**config.mk**
```make
export PLATFORM = sky130hd
export DESIGN_NAME = lift_scheduler
export DESIGN_NICKNAME = d
export VERILOG_FILES = /design/src/rtl/lift_pkg.sv /design/src/rtl/lift_timer.sv /design/src/rtl/lift_scheduler.sv
export SDC_FILE = /design/constraint.sdc
export NUM_CORES = 1
export LEC_CHECK = 0
export CORE_MARGIN = 10
export CORE_UTILIZATION = 35
export DETAILED_ROUTE_END_ITERATION = 12
export GPL_ROUTABILITY_DRIVEN = 0
export PLACE_DENSITY = 0.69
export RECOVER_POWER = 25
export SETUP_SLACK_MARGIN = 0.5
export SLEW_MARGIN = 40
export SYNTH_ARGS = -nofsm -noshare
export SYNTH_HDL_FRONTEND = slang
export SYNTH_SLANG_ARGS = --single-unit
```
**constraint.sdc**
```tcl
create_clock -name clk -period 5.62 [get_ports clk]
set_input_delay 1.124 -clock clk [delete_from_list [all_inputs] [get_ports clk]]
set_output_delay 1.124 -clock clk [all_outputs]
set_load 0.01 [all_outputs]
```
**src/rtl/lift_pkg.sv**
```systemverilog
// Shared types, constants and the SCAN look-ahead helper for the lift car scheduler.
package lift_pkg;

    typedef enum logic [1:0] {
        IDLE,
        MOVE,
        DOOR
    } state_t;

    localparam logic UP       = 1'b1;
    localparam logic DOWN     = 1'b0;
    localparam int   FLOOR_W  = 2;
    localparam int   N_FLOORS = 4;

    // True when some pending call lies strictly beyond cur_floor in the given direction.
    function automatic logic has_call_ahead(
        input logic [N_FLOORS-1:0] pending,
        input logic [FLOOR_W-1:0]  cur_floor,
        input logic                dir
    );
        logic ahead;
        ahead = 1'b0;
        for (int i = 0; i < N_FLOORS; i++) begin
            if (pending[i] && (dir == UP) && (i > int'(cur_floor)))
                ahead = 1'b1;
            if (pending[i] && (dir == DOWN) && (i < int'(cur_floor)))
                ahead = 1'b1;
        end
        return ahead;
    endfunction

endpackage

```
**src/rtl/lift_timer.sv**
```systemverilog
// Loadable down-counter with a zero flag; shared between travel and door timing.
module lift_timer #(
    parameter int WIDTH = 2
) (
    input  logic             clk,
    input  logic             rst_n,
    input  logic             load,
    input  logic             dec,
    input  logic [WIDTH-1:0] load_val,
    output logic             zero
);

    logic [WIDTH-1:0] count;

    // A load always wins over a decrement; the counter parks at zero.
    always_ff @(posedge clk or negedge rst_n) begin
        if (!rst_n) begin
            count <= '0;
        end else if (load) begin
            count <= load_val;
        end else if (dec && (count != '0)) begin
            count <= count - 1'b1;
        end
    end

    assign zero = (count == '0);

endmodule

```
**src/rtl/lift_scheduler.sv**
```systemverilog
// SCAN request scheduler and motion sequencer for the 4-floor lift car.
module lift_scheduler
    import lift_pkg::*;
#(
    parameter int N_FLOORS      = 4,
    parameter int TRAVEL_CYCLES = 4,
    parameter int DOOR_CYCLES   = 3
) (
    input  logic                clk,
    input  logic                rst_n,
    input  logic [N_FLOORS-1:0] req,
    output logic [FLOOR_W-1:0]  cur_floor,
    output logic                dir,
    output logic                moving,
    output logic                door_open,
    output logic [N_FLOORS-1:0] pending,
    output logic                served,
    output logic [FLOOR_W-1:0]  served_floor
);

    localparam int MAX_CYCLES = (TRAVEL_CYCLES > DOOR_CYCLES) ? TRAVEL_CYCLES : DOOR_CYCLES;
    localparam int TW         = (MAX_CYCLES > 1) ? $clog2(MAX_CYCLES) : 1;

    state_t               state;
    logic [FLOOR_W-1:0]   next_floor;
    logic [N_FLOORS-1:0]  clear_mask;
    logic                 arrive;
    logic                 arrive_hit;
    logic                 idle_hit;
    logic                 idle_go;
    logic                 timer_load;
    logic                 timer_dec;
    logic                 timer_zero;
    logic [TW-1:0]        timer_val;

    // Saturating step so the car can never wrap past the end floors.
    always_comb begin
        next_floor = cur_floor;
        if ((dir == UP) && (cur_floor != FLOOR_W'(N_FLOORS - 1)))
            next_floor = cur_floor + 1'b1;
        else if ((dir == DOWN) && (cur_floor != '0))
            next_floor = cur_floor - 1'b1;
    end

    assign arrive     = (state == MOVE) && timer_zero;
    assign arrive_hit = arrive && pending[next_floor];
    assign idle_hit   = (state == IDLE) && pending[cur_floor];
    assign idle_go    = (state == IDLE) && (pending != '0) && !pending[cur_floor];

    always_comb begin
        clear_mask = '0;
        if ((state == DOOR) || idle_hit)
            clear_mask[cur_floor] = 1'b1;
        if (arrive_hit)
            clear_mask[next_floor] = 1'b1;
    end

    always_comb begin
        timer_load = 1'b0;
        timer_val  = TW'(TRAVEL_CYCLES - 1);
        if (idle_hit || arrive_hit) begin
            timer_load = 1'b1;
            timer_val  = TW'(DOOR_CYCLES - 1);
        end else if (idle_go || arrive) begin
            timer_load = 1'b1;
        end
    end

    assign timer_dec = (state != IDLE);

    lift_timer #(
        .WIDTH (TW)
    ) u_timer (
        .clk      (clk),
        .rst_n    (rst_n),
        .load     (timer_load),
        .dec      (timer_dec),
        .load_val (timer_val),
        .zero     (timer_zero)
    );

    // Decisions look only at registered pending, so new calls act one edge after capture.
    always_ff @(posedge clk or negedge rst_n) begin
        if (!rst_n) begin
            state        <= IDLE;
            cur_floor    <= '0;
            dir          <= UP;
            pending      <= '0;
            served       <= 1'b0;
            served_floor <= '0;
        end else begin
            pending <= (pending | req) & ~clear_mask;
            served  <= 1'b0;
            case (state)
                IDLE: begin
                    if (idle_hit) begin
                        state        <= DOOR;
                        served       <= 1'b1;
                        served_floor <= cur_floor;
                    end else if (idle_go) begin
                        state <= MOVE;
                        if (!has_call_ahead(pending, cur_floor, dir))
                            dir <= ~dir;
                    end
                end
                MOVE: begin
                    if (arrive) begin
                        cur_floor <= next_floor;
                        if (arrive_hit) begin
                            state        <= DOOR;
                            served       <= 1'b1;
                            served_floor <= next_floor;
                        end
                    end
                end
                DOOR: begin
                    if (timer_zero)
                        state <= IDLE;
                end
                default: state <= IDLE;
            endcase
        end
    end

    assign moving    = (state == MOVE);
    assign door_open = (state == DOOR);

endmodule
```
After elaboration in Yosys (flattened, before gate mapping)
Cells that the tools add are included.

cells by class
  add/sub/neg operators = 3
  multipliers = 0
  div/mod/pow operators = 0
  order comparisons = 10
  eq/ne operators = 8
  shifts and indexed selects = 0
  multiplexer cells = 40
  bitwise gates (word level) = 7
  reduce and logical (&&, ||, !) cells = 38

operators by type and width
  operator                                                            number
  2-to-1 mux 2 bit                                                    12
  logical AND 1 bit                                                   22
  2-to-1 mux 1 bit                                                    19
  AND reduction 4 bit                                                 3
  nonzero test 2 bit                                                  5
  2-to-1 mux 4 bit                                                    2
  OR 4 bit                                                            2
  < comparator 2 x 3 -> 1 bit (second input constant)                 2
  != test 2 x 1 -> 1 bit (second input constant)                      3
  one-hot mux 2 bit (3 select lines)                                  1
  bitwise AND 4 bit                                                   1
  binary-select mux 1 bit (select 2 bit)                              2
  demux 1 bit (select 2 bit)                                          2
  greater-or-equal comparator 2 x 1 -> 1 bit (second input constant)  2
  > comparator 2 bit (first input constant)                           2
  zero test 2 bit                                                     2
  < comparator 1 x 2 -> 1 bit (first input constant)                  2
  != test 2 bit (second input constant)                               2
  NOT 4 bit                                                           1
  one-hot mux 2 bit (2 select lines)                                  1
  nonzero test 4 bit                                                  1
  subtractor 2 x 1 -> 2 bit (second input constant)                   2
  logical OR 1 bit                                                    3
  != test 3 bit (second input constant)                               1
  other kinds (9)                                                     11

storage, ports and cells
  register bits = 14
  latch bits = 0
  bits in writable memories = 0
  ROM bits = 0
  bits of input ports = 6
  word-level logic and storage cells = 113
  memories = 0

Logic depth before layout (Yosys ltp)
Gate-level depths: netlist of run 1.

  depth after elaboration = 14
  mapped depth = 8

Hierarchy
From an unflattened synthesis of run 1, not the netlist that was laid out.

second synthesis, totals
  cell total of the unflattened synthesis = 93
  area, all modules = 918.4 µm²

modules (own cells, without submodules)
  module          instances  cells each  area an instance (µm²)
  lift_scheduler  1          80          785.8
  lift_timer      1          13          132.6

Worst setup path before layout of run 1
OpenSTA, ideal clock, no wires.

  kind = register -> register
  start = reg cur_floor[0]
  end = reg served_floor[0]
  library setup time = 0.128 ns
  data arrival time = 2.208 ns
  required time = 5.492 ns
  setup slack = 3.284 ns
  cell stages (with the launch flop) = 9
  period minus slack after synthesis = 2.336 ns
  cell sequence = dfrtp_1 -> clkbuf_8 -> inv_1 -> ha_1 -> mux2i_4 -> nand3_1 -> a311o_2 -> o211ai_2 -> mux2_1

between the ends
  word-level cells in the longest chain between the ends = 9
  elaborated cells between the ends (all ways) = 21
  those cells by class = 2 x add/sub; 3 x eq/ne; 10 x mux; 6 x reduce/logical

RTL lines
  what                                                                               RTL line               RTL
  start: declaration                                                                 lift_scheduler.sv:12   output logic [FLOOR_W-1:0] cur_floor,
  start signal: assignment                                                           lift_scheduler.sv:108  cur_floor <= next_floor;
  parallel branches: the longest is 9 deep, another holds subtractor 2 x 1 -> 2 bit  -
  end signal: assignment                                                             lift_scheduler.sv:99   served_floor <= cur_floor;
  end signal: assignment                                                             lift_scheduler.sv:112  served_floor <= next_floor;
  end: declaration                                                                   lift_scheduler.sv:18   output logic [FLOOR_W-1:0] served_floor

Several ways; the timed one is not identified. The select of a mux whose other input is x is not followed.
A chain may end at the register's enable or synchronous reset.

Worst setup path after layout of run 1
  start = reg state[0]
  end = out moving

between the ends
  word-level cells in the longest chain between the ends = 1

RTL lines
  what                      RTL line               RTL
  start: declaration        lift_scheduler.sv:24   state_t state;
  start signal: assignment  lift_scheduler.sv:85   state <= IDLE;
  start signal: assignment  lift_scheduler.sv:97   state <= DOOR;
  start signal: assignment  lift_scheduler.sv:101  state <= MOVE;
  == test 2 x 1 -> 1 bit    lift_scheduler.sv:125  assign moving = (state == MOVE);
  end: declaration          lift_scheduler.sv:14   output logic moving,

Every way passes these cells.

==> flow_results.xml, run 1 <==
<?xml version="1.0" encoding="UTF-8"?>
<metrics>
  <group name="routing">
    <metric name="drcViolationCount" unit="">0</metric>
    <metric name="drt_first_iter_violations" unit="">22</metric>
    <metric name="wl_per_cell" unit="microns">14.84</metric>
    <metric name="dr_pass1_iterations" unit="">4</metric>
    <metric name="vias_cell" unit="">5.292</metric>
    <metric name="vias" unit="">762</metric>
    <metric name="drt.antenna.violating_nets" unit="">0</metric>
    <metric name="route.final.wire_length" unit="mm">2.137</metric>
  </group>
  <group name="sta">
    <metric name="tightestPinTransition" unit="ns">0.6495</metric>
    <metric name="period_minus_slack" unit="ns">2.851</metric>
    <metric name="worst_clock_skew" unit="ns">0.008668</metric>
    <metric name="unrepaired_setup_endpoints_after_global_routing" unit="">false</metric>
    <metric name="setup_viol_count_final" unit="">0</metric>
    <metric name="final-hold-violation-count" unit="">0</metric>
    <metric name="totalNegativeSetupSlack" unit="ns">0</metric>
    <metric name="timing_max_transition_violations_final" unit="">0</metric>
    <metric name="maxSlewHeadroom" unit="%">56.55</metric>
    <metric name="finalCritPeriodShare" unit="%">50.72</metric>
    <metric name="max_clock_freq" unit="MHz">350.8</metric>
  </group>
  <group name="yosys">
    <metric name="synthesis.nets" unit="">107</metric>
    <metric name="synth.lib_cells_used.distinct" unit="">36</metric>
    <metric name="yosysSeqAreaShare" unit="%">37.57</metric>
    <metric name="synthesis.instances" unit="">94</metric>
    <metric name="yosysTopAreaCell" unit="">dfrtp_1</metric>
    <metric name="cell_area_after_technology_mapping" unit="sq um">935.9</metric>
    <metric name="postSynthAreaPerCell" unit="sq um">9.956</metric>
    <metric name="synth_top_area_share" unit="%">34.76</metric>
    <metric name="synth.top_cells.by_area" unit="">dfrtp_1 35%, ha_1 9.4%, nor2_1 5.2%, nand2_1 3.6%, xnor2_4 2.9%</metric>
    <metric name="synth.ff_latch_count" unit="">14</metric>
    <metric name="synthesis.yosys.warnings" unit="">0</metric>
  </group>
  <group name="setup_path">
    <metric name="crit_path_max_fanout" unit="">6</metric>
    <metric name="number_of_cells_on_the_worst_reg_to_reg_path" unit="">7</metric>
    <metric name="launching_element_type_of_the_critical_path" unit="">register</metric>
    <metric name="cp_capture_type" unit="">output port</metric>
    <metric name="cp.required" unit="ns">4.50</metric>
    <metric name="reg2reg_slack" unit="ns">2.95</metric>
    <metric name="cp.arrival" unit="ns">1.73</metric>
    <metric name="worstReg2RegStart" unit="">cur_floor[0]</metric>
    <metric name="crit-reg2reg-capture" unit="">served_floor[0]</metric>
    <metric name="timing.setup.critical_path_class" unit="">reg -&gt; out</metric>
  </group>
  <group name="clock_tree">
    <metric name="tritoncts_clock_tree" unit="">built</metric>
    <metric name="clkSlewWorstSetupHoldPaths" unit="ns">0.09</metric>
    <metric name="cts_buffers" unit="">3</metric>
    <metric name="clock_tree.buffer_depth" unit="">2</metric>
    <metric name="cts-htree-levels" unit="">1</metric>
    <metric name="cts-resized-gates" unit="">0</metric>
    <metric name="clock_insertion_delay_worst_skew" unit="ns">0.28</metric>
    <metric name="cts_root_buf" unit="">clkbuf_4</metric>
    <metric name="hold_buffers" unit="">0</metric>
    <metric name="tritoncts_num_sinks" unit="">14</metric>
    <metric name="post_cts_buffers" unit="">0</metric>
  </group>
  <group name="finish">
    <metric name="fin_nets" unit="">128</metric>
    <metric name="final_core_utilization" unit="%">46.23</metric>
    <metric name="layout_common_cells" unit="">16 x clkdlybuf4s50_1, 13 x nor2_1, 13 x dfrtp_1, 9 x nand2_1, 7 x ha_1</metric>
    <metric name="layout-drive-gt1-share" unit="%">11.40</metric>
    <metric name="num_antenna_cells" unit="">0</metric>
    <metric name="syn_to_final_growth" unit="%">24.60</metric>
    <metric name="most_common_cell_after_layout_fill_and_taps_aside" unit="">clkdlybuf4s50_1</metric>
  </group>
  <group name="pwr">
    <metric name="powerDensity" unit="mW/mm^2">651.5</metric>
    <metric name="p_clk_share" unit="%">9.6</metric>
    <metric name="vdd.ir_drop.worst" unit="mV">0.3896</metric>
    <metric name="power.net_switching" unit="W">0.0003382</metric>
    <metric name="seq_power_share" unit="%">30.3</metric>
    <metric name="power.leakage" unit="nW">0.4916</metric>
    <metric name="swShare" unit="%">44.52</metric>
    <metric name="internal-power" unit="W">0.0004215</metric>
    <metric name="fin_total_pwr" unit="W">0.0007597</metric>
    <metric name="power.share.combinational" unit="%">60.0</metric>
  </group>
  <group name="die">
    <metric name="num_io_pins" unit="">18</metric>
    <metric name="floorplan.die_area" unit="sq mm">0.005142</metric>
    <metric name="die_span_y" unit="microns">71.71</metric>
    <metric name="chipWidth" unit="microns">71.71</metric>
    <metric name="core_area" unit="sq mm">0.002522</metric>
    <metric name="floorplan.initialDensity" unit="%">37.10</metric>
    <metric name="fp-row-count" unit="">18</metric>
  </group>
  <group name="global_route">
    <metric name="grt_start_max_net_pins" unit="">15</metric>
    <metric name="antenna_found_initial" unit="">0</metric>
    <metric name="track_usage" unit="%">8.647</metric>
    <metric name="grt_first_pass_wirelength" unit="mm">3.732</metric>
    <metric name="grt.overflow.total" unit="">0</metric>
    <metric name="grt_pass1_vias" unit="">799</metric>
  </group>
  <group name="worst_hold_path">
    <metric name="hold_depth" unit="">1</metric>
    <metric name="hp-class" unit="">reg -&gt; reg</metric>
    <metric name="min_delay_worst_endpoint" unit="">served_floor[1]</metric>
    <metric name="hold_path_startpoint" unit="">served_floor[1]</metric>
  </group>
  <group name="placement">
    <metric name="hpwl" unit="mm">1.689</metric>
    <metric name="io_buffers" unit="">17</metric>
  </group>
  <group name="status">
    <metric name="run_status" unit="">complete, no violations</metric>
  </group>
  <group name="flow_run">
    <metric name="max_cap_viol_count" unit="">0</metric>
  </group>
</metrics>
-- worst max-delay path: stages, from the launching register on --
cell             delay, ns
dfrtp_1               0.43
nor2b_1               0.39
clkdlybuf4s50_1       0.63
-- worst max-delay path by stage --
stage,slack (ns),from,endpoint
floorplan,3.28,cur_floor[0],served_floor[0]
global placement,3.02,cur_floor[0],served_floor[0]
detailed placement,2.97,cur_floor[0],served_floor[0]
CTS,2.78,state[0],moving
global route,2.65,state[0],moving
finish,2.77,state[0],moving
-- registers in the layout, indices dropped and copies added, names as in the netlist --
name,cells
cur_floor,2
dir,1
pending,4
served,1
served_floor,2
state,2
u_timer.count,2
-- Yosys cell counts --
| master | count |
|---|---|
| a2111oi_0 | 1 |
| a211oi_1 | 1 |
| a21boi_0 | 1 |
| a21o_2 | 2 |
| a21oi_1 | 4 |
| a221oi_1 | 2 |
| a22oi_1 | 1 |
| a311o_2 | 1 |
| a311oi_1 | 1 |
| a31oi_1 | 1 |
| a32o_1 | 1 |
| and2_2 | 1 |
| and3_1 | 1 |
| clkbuf_8 | 1 |
| dfrtp_1 | 13 |
| dfstp_2 | 1 |
| ha_1 | 7 |
| inv_1 | 6 |
| mux2_1 | 2 |
| mux2i_1 | 2 |
| mux2i_4 | 1 |
| mux4_2 | 1 |
| nand2_1 | 9 |
| nand2b_1 | 2 |
| nand3_1 | 2 |
| nand4_1 | 2 |
| nand4b_1 | 1 |
| nor2_1 | 13 |
| nor2b_1 | 3 |
| nor3_1 | 1 |
| nor4_1 | 1 |
| o211ai_2 | 1 |
| o21a_1 | 1 |
| o21ai_0 | 3 |
| xnor2_1 | 2 |
| xnor2_4 | 1 |
-- kinds of logic (layout without fill, tap and decap cells) --
logic type / after synthesis / count (layout) / synth area share, %
simple gates: 36 / 36 / 18.18
compound gates: 21 / 21 / 16.85
flops: 14 / 14 / 37.57
fa+ha+maj: 7 / 7 / 9.358
buf+inv: 7 / 27 / 3.876
mux: 6 / 6 / 9.358
xor+xnor: 3 / 3 / 4.814
-- power groups by stage --
stage	logic (W)	clock network [W]	registers, W
floorplan	0.000316	0	0.000221
global placement	0.000450	0	0.000231
detailed placement	0.000456	0	0.000232
CTS	0.000462	0.0000743	0.000229
global route	0.000509	0.0000809	0.000241
finish	0.000456	0.0000733	0.000230
-- metal layers --
layer | routed length (microns) | GRT usage, %
met2 | 1022 | 14.41
met4 | 23 | 2.581
met3 | 139 | 3.168
met5 | 0 | 0
met1 | 951 | 10.04
-- through the flow --
| stage | cell area, sq um | std cells | hold slack, ns | worst slack [ns] |
|---|---|---|---|---|
| after floorplan | 935.9 | 94 | 0.4477 | 3.284 |
| after global placement | 1130 | 140 | 0.4703 | 3.023 |
| after detailed placement | 1130 | 140 | 0.4804 | 2.966 |
| after CTS | 1166 | 144 | 0.5005 | 2.777 |
| after global routing | 1166 | 144 | 0.5259 | 2.653 |
| final | 1166 | 144 | 0.4950 | 2.769 |
-- final cells by class --
type                    count  area [sq um]
fillers                   254          1356
multi-input cells          73         548.0
flip-flops and latches     14         351.6
repair buffers             17         170.2
well taps                  30         37.54
clock buffers               4         36.28
inverters                   6         22.52
No activity file was read; power rests on OpenSTA's default activity.
==> run 2: changes to the inputs <==
- PLACE_DENSITY: 0.69 -> 0.71
- clock period: 5.62 -> 2.6 ns (I/O delays scaled with it)
==> run 2 against run 1 <==
Compared with the run above:
- non-clock buffer count increased by 13
- combinational power increased to 3.1 times the previous value
- cell area increased by 17%
- utilization increased by 7.7 points
- routed wire length increased by 23%
==> flow_results.xml, run 2 (synthesized netlist as in run 1, its figures left out) <==
<?xml version="1.0" encoding="UTF-8"?>
<metrics>
  <group name="global_route">
    <metric name="grt_start_max_net_pins" unit="">15</metric>
    <metric name="grt_first_pass_wirelength" unit="mm">4.360</metric>
    <metric name="antenna_found_initial" unit="">0</metric>
    <metric name="grt_pass1_vias" unit="">898</metric>
    <metric name="track_usage" unit="%">10.26</metric>
    <metric name="grt.overflow.total" unit="">0</metric>
  </group>
  <group name="clock_tree">
    <metric name="clock_tree.buffer_depth" unit="">2</metric>
    <metric name="tritoncts_num_sinks" unit="">14</metric>
    <metric name="hold_buffers" unit="">0</metric>
    <metric name="cts_root_buf" unit="">clkbuf_4</metric>
    <metric name="clkSlewWorstSetupHoldPaths" unit="ns">0.09</metric>
    <metric name="clock_insertion_delay_worst_skew" unit="ns">0.29</metric>
    <metric name="cts-htree-levels" unit="">1</metric>
    <metric name="cts_buffers" unit="">3</metric>
    <metric name="tritoncts_clock_tree" unit="">built</metric>
  </group>
  <group name="die">
    <metric name="die_span_y" unit="microns">71.71</metric>
    <metric name="core_area" unit="sq mm">0.002522</metric>
    <metric name="fp-row-count" unit="">18</metric>
    <metric name="chipWidth" unit="microns">71.71</metric>
    <metric name="num_io_pins" unit="">18</metric>
    <metric name="floorplan.initialDensity" unit="%">37.10</metric>
    <metric name="floorplan.die_area" unit="sq mm">0.005142</metric>
  </group>
  <group name="finish">
    <metric name="num_antenna_cells" unit="">0</metric>
    <metric name="largest_reg_flops" unit="">4</metric>
    <metric name="most_common_cell_after_layout_fill_and_taps_aside" unit="">clkdlybuf4s50_1</metric>
    <metric name="largest_register_by_flop_count" unit="">pending</metric>
    <metric name="fin_nets" unit="">141</metric>
    <metric name="layout.cell_area.non_filler" unit="sq mm">0.001360</metric>
    <metric name="final_cells" unit="">157</metric>
    <metric name="syn_to_final_growth" unit="%">45.32</metric>
    <metric name="layout_common_cells" unit="">16 x clkdlybuf4s50_1, 13 x nor2_1, 12 x buf_4, 11 x dfrtp_1, 9 x nand2_1</metric>
    <metric name="layout-drive-gt1-share" unit="%">30.71</metric>
  </group>
  <group name="setup_path">
    <metric name="reg2reg_slack" unit="ns">0.43</metric>
    <metric name="crit-reg2reg-capture" unit="">served_floor[0]</metric>
    <metric name="cp.required" unit="ns">2.78</metric>
    <metric name="timing.setup.critical_path_class" unit="">reg -&gt; reg</metric>
    <metric name="cp_capture_type" unit="">register</metric>
    <metric name="worstReg2RegStart" unit="">cur_floor[0]</metric>
    <metric name="cp_slowest_stage_delay" unit="ns">0.46</metric>
    <metric name="critical_path.slowest_cell" unit="">dfrtp_4</metric>
    <metric name="crit_path_max_fanout" unit="">6</metric>
    <metric name="timing.critical_path.cells" unit="">buf_12 -&gt; inv_8 -&gt; ha_4 -&gt; mux2i_4 -&gt; nand3_2 -&gt; a311o_2 -&gt; o211ai_4 -&gt; mux2_4</metric>
    <metric name="number_of_cells_on_the_worst_reg_to_reg_path" unit="">8</metric>
    <metric name="launching_element_type_of_the_critical_path" unit="">register</metric>
    <metric name="cp.arrival" unit="ns">2.35</metric>
  </group>
  <group name="pwr">
    <metric name="seq_power_share" unit="%">24.1</metric>
    <metric name="internal-power" unit="W">0.001176</metric>
    <metric name="swShare" unit="%">43.08</metric>
    <metric name="power.leakage" unit="nW">0.5724</metric>
    <metric name="powerDensity" unit="mW/mm^2">1519</metric>
    <metric name="fin_total_pwr" unit="W">0.002066</metric>
    <metric name="power.share.combinational" unit="%">67.9</metric>
    <metric name="vdd.ir_drop.worst" unit="mV">0.8219</metric>
    <metric name="p_clk_share" unit="%">7.9</metric>
    <metric name="power.net_switching" unit="W">0.0008899</metric>
  </group>
  <group name="sta">
    <metric name="finalCritPeriodShare" unit="%">83.35</metric>
    <metric name="final-hold-violation-count" unit="">0</metric>
    <metric name="max_clock_freq" unit="MHz">461.5</metric>
    <metric name="setup_viol_count_final" unit="">0</metric>
    <metric name="maxSlewHeadroom" unit="%">56.81</metric>
    <metric name="totalNegativeSetupSlack" unit="ns">0</metric>
    <metric name="hold_slack" unit="ns">0.5199</metric>
    <metric name="period_minus_slack" unit="ns">2.167</metric>
    <metric name="unrepaired_setup_endpoints_after_global_routing" unit="">true</metric>
    <metric name="worst_clock_skew" unit="ns">0.003212</metric>
    <metric name="timing_max_transition_violations_final" unit="">0</metric>
    <metric name="tightestPinTransition" unit="ns">0.6458</metric>
  </group>
  <group name="placement">
    <metric name="io_buffers" unit="">17</metric>
    <metric name="hpwl" unit="mm">1.764</metric>
    <metric name="detailed_place.area" unit="sq mm">0.001179</metric>
    <metric name="dpl.cell_count" unit="">140</metric>
  </group>
  <group name="routing">
    <metric name="drt.antenna.violating_nets" unit="">0</metric>
    <metric name="drcViolationCount" unit="">0</metric>
    <metric name="vias_cell" unit="">5.408</metric>
    <metric name="route.final.wire_length" unit="mm">2.621</metric>
    <metric name="vias" unit="">849</metric>
    <metric name="wl_per_cell" unit="microns">16.69</metric>
    <metric name="dr_pass1_iterations" unit="">4</metric>
    <metric name="drt_first_iter_violations" unit="">32</metric>
  </group>
  <group name="worst_hold_path">
    <metric name="min_delay_worst_endpoint" unit="">served_floor[0]</metric>
    <metric name="hold_depth" unit="">1</metric>
    <metric name="hp-class" unit="">reg -&gt; reg</metric>
    <metric name="hold_path_startpoint" unit="">served_floor[0]</metric>
  </group>
  <group name="status">
    <metric name="run_status" unit="">complete, no violations</metric>
  </group>
  <group name="flow_run">
    <metric name="max_cap_viol_count" unit="">0</metric>
  </group>
</metrics>
run 2: cell types whose count changed in the layout (fill, tap and decap cells not counted), moves of 2 or more:
cell     delta
nand3_2     +2
dfrtp_1     -2
ha_1        -2
buf_4      +12
mux2_1      -2
mux2_4      +2
nand3_1     -2
run 2: power by group through the flow:
| stage | registers [W] | logic, W | clock network, W |
|---|---|---|---|
| CTS | 0.000485 | 0.00128 | 0.000167 |
| finish | 0.000499 | 0.00140 | 0.000164 |
| detailed placement | 0.000524 | 0.00108 | 0 |
| global route | 0.000516 | 0.00153 | 0.000175 |
| global placement | 0.000520 | 0.00107 | 0 |
| floorplan | 0.000488 | 0.000801 | 0 |
run 2: worst max-delay path, delay by kind of cell, from the launching register on:
| family | cells | cell delay (ns) |
|---|---|---|
| fa+ha+maj | 1 | 0.15 |
| flops | 1 | 0.46 |
| mux | 2 | 0.63 |
| simple gates | 1 | 0.13 |
| buf+inv | 2 | 0.15 |
| compound gates | 2 | 0.53 |
run 2: area by class of cell:
cell class | count | area [sq um]
repair buffers | 30 | 280.3
clock buffers | 4 | 36.28
inverters | 6 | 30.03
multi-input cells | 73 | 619.3
fillers | 230 | 1162
flip-flops and latches | 14 | 356.6
well taps | 30 | 37.54
run 2: through the flow:
| step | setup slack, ns | util, % |
|---|---|---|
| 6_report | 0.4330 | 53.92 |
| 5_1_grt | 0.3370 | 53.92 |
| 4_1_cts | 0.4622 | 52.03 |
| 3_5_place_dp | 0.3271 | 46.73 |
| 3_3_place_gp | 0.3671 | 46.73 |
| 2_1_floorplan | 0.4814 | - |
run 2: worst max path at each step:
| stage | depth (start not counted) | start | endpoint | slack, ns |
|---|---|---|---|---|
| detailed placement | 6 | cur_floor[0] | served_floor[0] | 0.33 |
| finish | 8 | cur_floor[0] | served_floor[0] | 0.43 |
| CTS | 8 | cur_floor[0] | served_floor[0] | 0.46 |
| global placement | 6 | cur_floor[0] | served_floor[0] | 0.37 |
| global route | 8 | cur_floor[0] | served_floor[0] | 0.34 |
| floorplan | 8 | cur_floor[0] | served_floor[0] | 0.48 |
run 2: metal layers:
metal / part of all wire [%] / track usage (%) / vias to the layer above
met3: 8.1 / 5.372 / 6
met1: 44 / 12.15 / 409
met4: 1.1 / 2.581 / 0
met2: 47 / 15.88 / 28
met5: 0 / 0 / -
li1: - / - / 406
run 2: repair_timing:
item                       4_1_cts  5_1_grt
setup buffers                    9        4
resized for setup                5        3
pin swaps                        2        4
setup endpoints to repair        7        8
